$ cat config.mk
export PLATFORM = sky130hd
export DESIGN_NAME = dmac_ch_arbiter
export DESIGN_NICKNAME = d
export VERILOG_FILES = /design/src/rtl/dmac_pkg.sv /design/src/rtl/dmac_rr_pick.sv /design/src/rtl/dmac_ch_arbiter.sv
export SDC_FILE = /design/constraint.sdc
export NUM_CORES = 1
export LEC_CHECK = 0
export CELL_PAD_IN_SITES_DETAIL_PLACEMENT = 0
export CELL_PAD_IN_SITES_GLOBAL_PLACEMENT = 2
export CORE_AREA = 3 3 70 72
export DETAILED_ROUTE_END_ITERATION = 7
export DIE_AREA = 0 0 73 75
export PLACE_DENSITY_LB_ADDON = 0.1
export SLEW_MARGIN = 5
export SYNTH_ARGS = -nofsm -noshare
export SYNTH_HDL_FRONTEND = slang
export SYNTH_HIERARCHICAL = 1
export SYNTH_SLANG_ARGS = --single-unit
$ cat constraint.sdc
create_clock -name hclk -period 2.6 [get_ports hclk]
set_input_delay 0.39 -clock hclk [delete_from_list [all_inputs] [get_ports hclk]]
set_output_delay 0.39 -clock hclk [all_outputs]
set_load 0.02 [all_outputs]
$ cat src/rtl/dmac_pkg.sv
// Shared types and constants for the DMA controller channel arbiter.
package dmac_pkg;

  localparam int DMAC_NUM_CH = 6;
  localparam int DMAC_CH_W   = 3;
  localparam int DMAC_BEAT_W = 8;

  typedef enum logic [1:0] {
    ARB_IDLE,
    ARB_GRANT,
    ARB_RELEASE
  } arb_state_t;

  // Next channel index in round-robin order, wrapping 5 -> 0.
  function automatic logic [DMAC_CH_W-1:0] dmac_ch_next(input logic [DMAC_CH_W-1:0] ch);
    return (ch == DMAC_CH_W'(DMAC_NUM_CH - 1)) ? '0 : ch + 1'b1;
  endfunction

endpackage

$ cat src/rtl/dmac_rr_pick.sv
// Combinational round-robin picker: first requester at or after rr_ptr, modulo 6.
module dmac_rr_pick
  import dmac_pkg::*;
(
  input  logic [DMAC_NUM_CH-1:0] ch_req,
  input  logic [DMAC_CH_W-1:0]   rr_ptr,
  output logic [DMAC_CH_W-1:0]   winner,
  output logic                   any_req
);

  logic [DMAC_CH_W-1:0] idx;
  logic                 found;

  // NOTE: every variable driven here gets a default first, so no latch is inferred.
  always_comb begin
    winner  = rr_ptr;
    any_req = |ch_req;
    found   = 1'b0;
    idx     = rr_ptr;
    for (int i = 0; i < DMAC_NUM_CH; i++) begin
      if (!found && ch_req[idx]) begin
        winner = idx;
        found  = 1'b1;
      end
      idx = dmac_ch_next(idx);
    end
  end

endmodule

$ cat src/rtl/dmac_ch_arbiter.sv
// Six-channel round-robin arbiter driving the master-port mux select.
// Optional beat quantum per grant: define DMAC_ARB_QUANTUM_EN.
module dmac_ch_arbiter
  import dmac_pkg::*;
#(
  parameter int NUM_CH    = DMAC_NUM_CH,
  parameter int CH_W      = DMAC_CH_W,
  parameter int MAX_BEATS = 16
) (
  input  logic              hclk,
  input  logic              hreset,
  input  logic              dmac_en,
  input  logic [NUM_CH-1:0] ch_req,
  input  logic              ch_done,
  input  logic              beat,
  output logic [NUM_CH-1:0] ch_grant,
  output logic [CH_W-1:0]   DMACActivedChannel,
  output logic              arb_busy
);

  arb_state_t        state_q, state_d;
  logic [NUM_CH-1:0] grant_q, grant_d;
  logic [CH_W-1:0]   sel_q, sel_d;
  logic [CH_W-1:0]   rr_ptr_q, rr_ptr_d;
  logic [CH_W-1:0]   winner;
  logic              any_req;
  logic              quantum_hit;
  logic              exit_grant;

  dmac_rr_pick u_pick (
    .ch_req  (ch_req),
    .rr_ptr  (rr_ptr_q),
    .winner  (winner),
    .any_req (any_req)
  );

  // grant_q is one-hot in GRANT, so masking with ch_req tests the owner's request.
  assign exit_grant = ch_done | ~(|(grant_q & ch_req)) | ~dmac_en | quantum_hit;

  always_comb begin
    state_d  = state_q;
    grant_d  = grant_q;
    sel_d    = sel_q;
    rr_ptr_d = rr_ptr_q;
    case (state_q)
      ARB_IDLE: begin
        grant_d = '0;
        if (dmac_en && any_req) begin
          state_d         = ARB_GRANT;
          sel_d           = winner;
          grant_d[winner] = 1'b1;
        end
      end
      ARB_GRANT: begin
        if (exit_grant) begin
          state_d = ARB_RELEASE;
          grant_d = '0;
        end
      end
      ARB_RELEASE: begin
        grant_d  = '0;
        rr_ptr_d = dmac_ch_next(sel_q);
        state_d  = ARB_IDLE;
      end
      default: begin
        grant_d = '0;
        state_d = ARB_IDLE;
      end
    endcase
  end

  // NOTE: state registers use non-blocking assignments and a synchronous reset.
  always_ff @(posedge hclk) begin
    if (hreset) begin
      state_q  <= ARB_IDLE;
      grant_q  <= '0;
      sel_q    <= '0;
      rr_ptr_q <= '0;
    end else begin
      state_q  <= state_d;
      grant_q  <= grant_d;
      sel_q    <= sel_d;
      rr_ptr_q <= rr_ptr_d;
    end
  end

`ifdef DMAC_ARB_QUANTUM_EN
  localparam logic [DMAC_BEAT_W-1:0] QUANTUM_LAST = DMAC_BEAT_W'(MAX_BEATS - 1);

  logic [DMAC_BEAT_W-1:0] beat_cnt_q;

  always_ff @(posedge hclk) begin
    if (hreset) begin
      beat_cnt_q <= '0;
    end else if (state_q == ARB_IDLE && state_d == ARB_GRANT) begin
      beat_cnt_q <= '0;
    end else if (state_q == ARB_GRANT && beat) begin
      beat_cnt_q <= beat_cnt_q + 1'b1;
    end
  end

  // The beat that brings the count to MAX_BEATS ends the grant on the same edge.
  assign quantum_hit = (state_q == ARB_GRANT) && beat && (beat_cnt_q == QUANTUM_LAST);
`else
  logic unused_cfg;
  assign unused_cfg  = beat | (MAX_BEATS == 0);
  assign quantum_hit = 1'b0;
`endif

  assign ch_grant           = grant_q;
  assign DMACActivedChannel = sel_q;
  assign arb_busy           = (state_q != ARB_IDLE);

endmodule

==> metrics.md <==
| Metric | Value |
|---|---|
| Outcome | `complete, no violations` |
| Number of sinks handled by clock tree synthesis | `14` |
| Number of cell rows | `24` |
| Ant. Diodes | `0` |
| DRC marker count from the first detailed-route iteration | `77` |
| Setup slack on the worst flop-to-flop path | `around 210 ps` |
| Skew final | `about 0.81 ps` |
| Routed wirelength normalized by instance count | `14.98 um` |
| Count of hold-fix buffers inserted at cts | `0` |
| Floorplan core area | `between 0.004 and 0.005 mm^2` |
| Detailed Place HPWL | `approximately 3100 um` |
| Multi-input gate area in the final layout | `around 960 um^2` |
| Final number of max-transition violations | `0` |
| Pin count of the biggest net entering global routing | `12` |
| Power per cell area | `approximately 410 mW/mm^2` |
| Final setup violation count | `0` |
| Drt pass-1 iters | `4` |
| Post-Syn Nets | `approximately 180` |
| Area of the mapped netlist | `0.001343 mm^2` |
| Async set-or-reset flop fraction in the synthesized netlist | `0%` |
| Number of buffers added for setup after CTS | `0` |
| Worst Hold Launch | `ch_grant[2]` |
| Unrepaired setup endpoints after global routing | `no` |
| Synth warn | `6` |
| H-tree levels | `1` |
| IR drop worst, VDD | `0.0002974 V` |
| Clock-pin slew on the worst setup and hold paths | `roughly 50 ps` |
| Reg-to-reg startpoint | `rr_ptr_q[0]` |
| Filler instances | `roughly 420` |
| Destination of the worst hold path | `ch_grant[2]` |
| DR vias | `approximately 1.4k` |
| GRT Overall Usage | `15.28%` |
| End of the worst register-to-register path | `ch_grant[0]` |
| Die height | `about 75 um` |
| Number of hold violations in the final report | `0` |
| Average footprint of a synthesized cell | `8.039 um^2` |
| Total of flip-flops plus latches after synthesis | `14` |
| Vias per Instance | `around 5.4` |
| Kind of critical path | `reg -> reg` |
| Max cap viols | `0` |
| Critical Path Sink Type | `register` |
| Post-detailed-route DRC marker count | `0` |
| Worst endpoint required time | `between 2000 and 3000 ps` |
| Final wirelength | `3896 um` |
| Antenna violations before repair | `0` |
| Fraction of final layout cells sized beyond drive strength 1 | `a little over a quarter` |
| Count of nets after finishing | `221` |
| Critical Path Source Type | `register` |
| Number of enable-type register cells in the synthesized netlist | `0` |
| Leakage Power | `0.6898 nW` |
| Arrival time reported for the critical path endpoint | `roughly 2600 ps` |
| Yosys cell types | `about 60` |
| Hold Path Class | `reg -> reg` |
| Slew Limit Headroom | `around three fifths` |
| Initial Util | `roughly 30%` |
| Period Utilization, post-route | `~92%` |
| Depth of the most critical reg-to-reg path | `7` |
| Sequential element share of the synthesized area | `between 20% and 30%` |
| Number of primary I/O pins | `21` |
| GRT overflow | `0` |
| Dominant synthesized flop cell | `sky130_fd_sc_hd__dfxtp_1` |
| Area added between synthesis and finish | `33.55%` |
| First-pass GRT wire length | `around 6500 um` |
| Global placer's final weighted congestion | `0.8825` |
| Worst Tran Pin Value | `570.9 ps` |
| Cell accounting for the most synthesized area | `sky130_fd_sc_hd__dfxtp_1` |
| Worst Hold Path Cells | `2` |
| Total die area | `approximately 0.0055 mm^2` |
| Skew-Pair Late Insertion Delay | `~240 ps` |
| Dominant cells by area after synthesis | `sky130_fd_sc_hd__dfxtp_1 21%, sky130_fd_sc_hd__mux2i_1 5.2%, sky130_fd_sc_hd__buf_6 5.0%` |
| Highest fanout seen on the critical path | `10` |
| Seq. cell area | `282.8 um^2` |
| Buffer depth of the longest clock path | `2` |
| Share of Yosys cell area claimed by the top area cell type | `a little over a fifth` |
| Min Tclk post-route | `2387 ps` |
| Post-layout util | `between 40% and 50%` |
| Number of cells produced by synthesis | `167` |
| CTS tree | `yes` |
| Via count of the first global-routing pass | `~1.4k` |
| CTS Buf Count | `3` |
| Root buf cell | `sky130_fd_sc_hd__clkbuf_8` |
| Number of gates resized after CTS | `4` |
| Detail Route Antenna Nets | `0` |
| Chip Width | `approximately 73 um` |
| Placement-stage worst setup slack | `-256.6 ps` |
| Port Buffer Count | `19` |
| Worst setup startpoint | `rr_ptr_q[0]` |
| Max Fclk | `419.0 MHz` |
| Worst-case setup margin in the final layout | `between 200 and 250 ps` |
## placed cells by master, fill, tap and decap left out, drive strengths merged, types with 2 or more instances in the layout
cell	count
dfxtp	14
nor3b	3
dlygate4sd2	3
a21boi	2
o311ai	2
clkbuf	3
nor2	16
nor2b	3
a211oi	5
or2	4
mux2i	7
o21ai	10
nor3	3
buf	30
nand2b	6
a22oi	5
clkdlybuf4s50	13
o22ai	8
nand2	9
o31ai	2
o211ai	2
nand3	8
mux2	4
dlymetal6s2s	3
nor4	2
nand3b	3
inv	5
o21a	3
o21bai	2
a21oi	7
## state kept, by name, summed over array words and instances, names as in the netlist
| register | count |
|---|---|
| DMACActivedChannel | 3 |
| state_q | 2 |
| ch_grant | 6 |
| rr_ptr_q | 3 |
## power breakdown
group          switching, W  leakage (nW)  internal (W)
clock             0.0000719        0.0216      0.000102
combinational      0.000159         0.554      0.000162
sequential        0.0000169         0.115      0.000228
## worst max-delay path: stages (launching register included)
cell and delay [ps]:
sky130_fd_sc_hd__dfxtp_2 390, sky130_fd_sc_hd__buf_4 180, sky130_fd_sc_hd__or3_4 390, sky130_fd_sc_hd__a41o_4 290, sky130_fd_sc_hd__o311ai_0 410, sky130_fd_sc_hd__a21oi_2 180
sky130_fd_sc_hd__or2_2 340, sky130_fd_sc_hd__o22ai_1 140
## stage by stage
step / setup TNS, ps / std cells / total power, W / instance area (um^2) / hold slack, ps
5_1_grt: 0 / 260 / 0.0007892 / 1793 / 529.5
2_1_floorplan: 0 / 167 / 0.0004426 / 1343 / 488.1
6_report: 0 / 260 / 0.0007403 / 1793 / 494.5
4_1_cts: 0 / 260 / 0.0007438 / 1775 / 502.2
3_5_place_dp: -1809 / 257 / 0.0005667 / 1734 / 494.8
3_3_place_gp: -1931 / 257 / 0.0005678 / 1734 / 490.6
## area by class of cell
cell class	instances	share of cell area [%]
multi-input cells	136	53.52
repair buffers	49	23.38
flip-flops and latches	14	15.77
clock buffers	3	2.303
inverters	6	1.396
well taps	52	3.629
## layer usage
metal | track usage (%) | vias to the layer above | wire length [um] | part of all wire, %
met2 | 28.30 | 24 | 2030 | 52
met3 | 1.068 | 7 | 100 | 2.6
met5 | 0 | - | 0 | 0
met1 | 18.44 | 649 | 1696 | 44
li1 | - | 717 | - | -
met4 | 5.533 | 0 | 69 | 1.8
## worst max-delay path by stage
stage / to / slack (ps) / cells after the start
2_1_floorplan: ch_grant[0] / 290 / 8
4_1_cts: ch_grant[5] / 20 / 8
6_report: ch_grant[0] / 210 / 7
3_3_place_gp: ch_grant[3] / -260 / 8
3_5_place_dp: ch_grant[0] / -260 / 9
5_1_grt: ch_grant[0] / 40 / 7
## synth_stat cells (all sizes together) (4+ instances only)
master   n
o22ai    8
a21oi    7
mux2     4
a211oi   5
a22oi    5
buf      9
o21ai   10
nor2    16
mux2i    7
dfxtp   14
inv      5
nand2b   6
or2      4
nand2    9
nand3    8
## cell families (layout without fill, tap and decap cells)
| logic type | after synthesis | count (layout) | synth area share (%) |
|---|---|---|---|
| buf+inv | 17 | 58 | 8.480 |
| simple gates | 66 | 66 | 27.68 |
| mux | 12 | 12 | 10.81 |
| compound gates | 57 | 57 | 31.50 |
| xor+xnor | 1 | 1 | 0.6525 |
| flops | 14 | 14 | 20.88 |
Power figures use the tool's default switching activity.
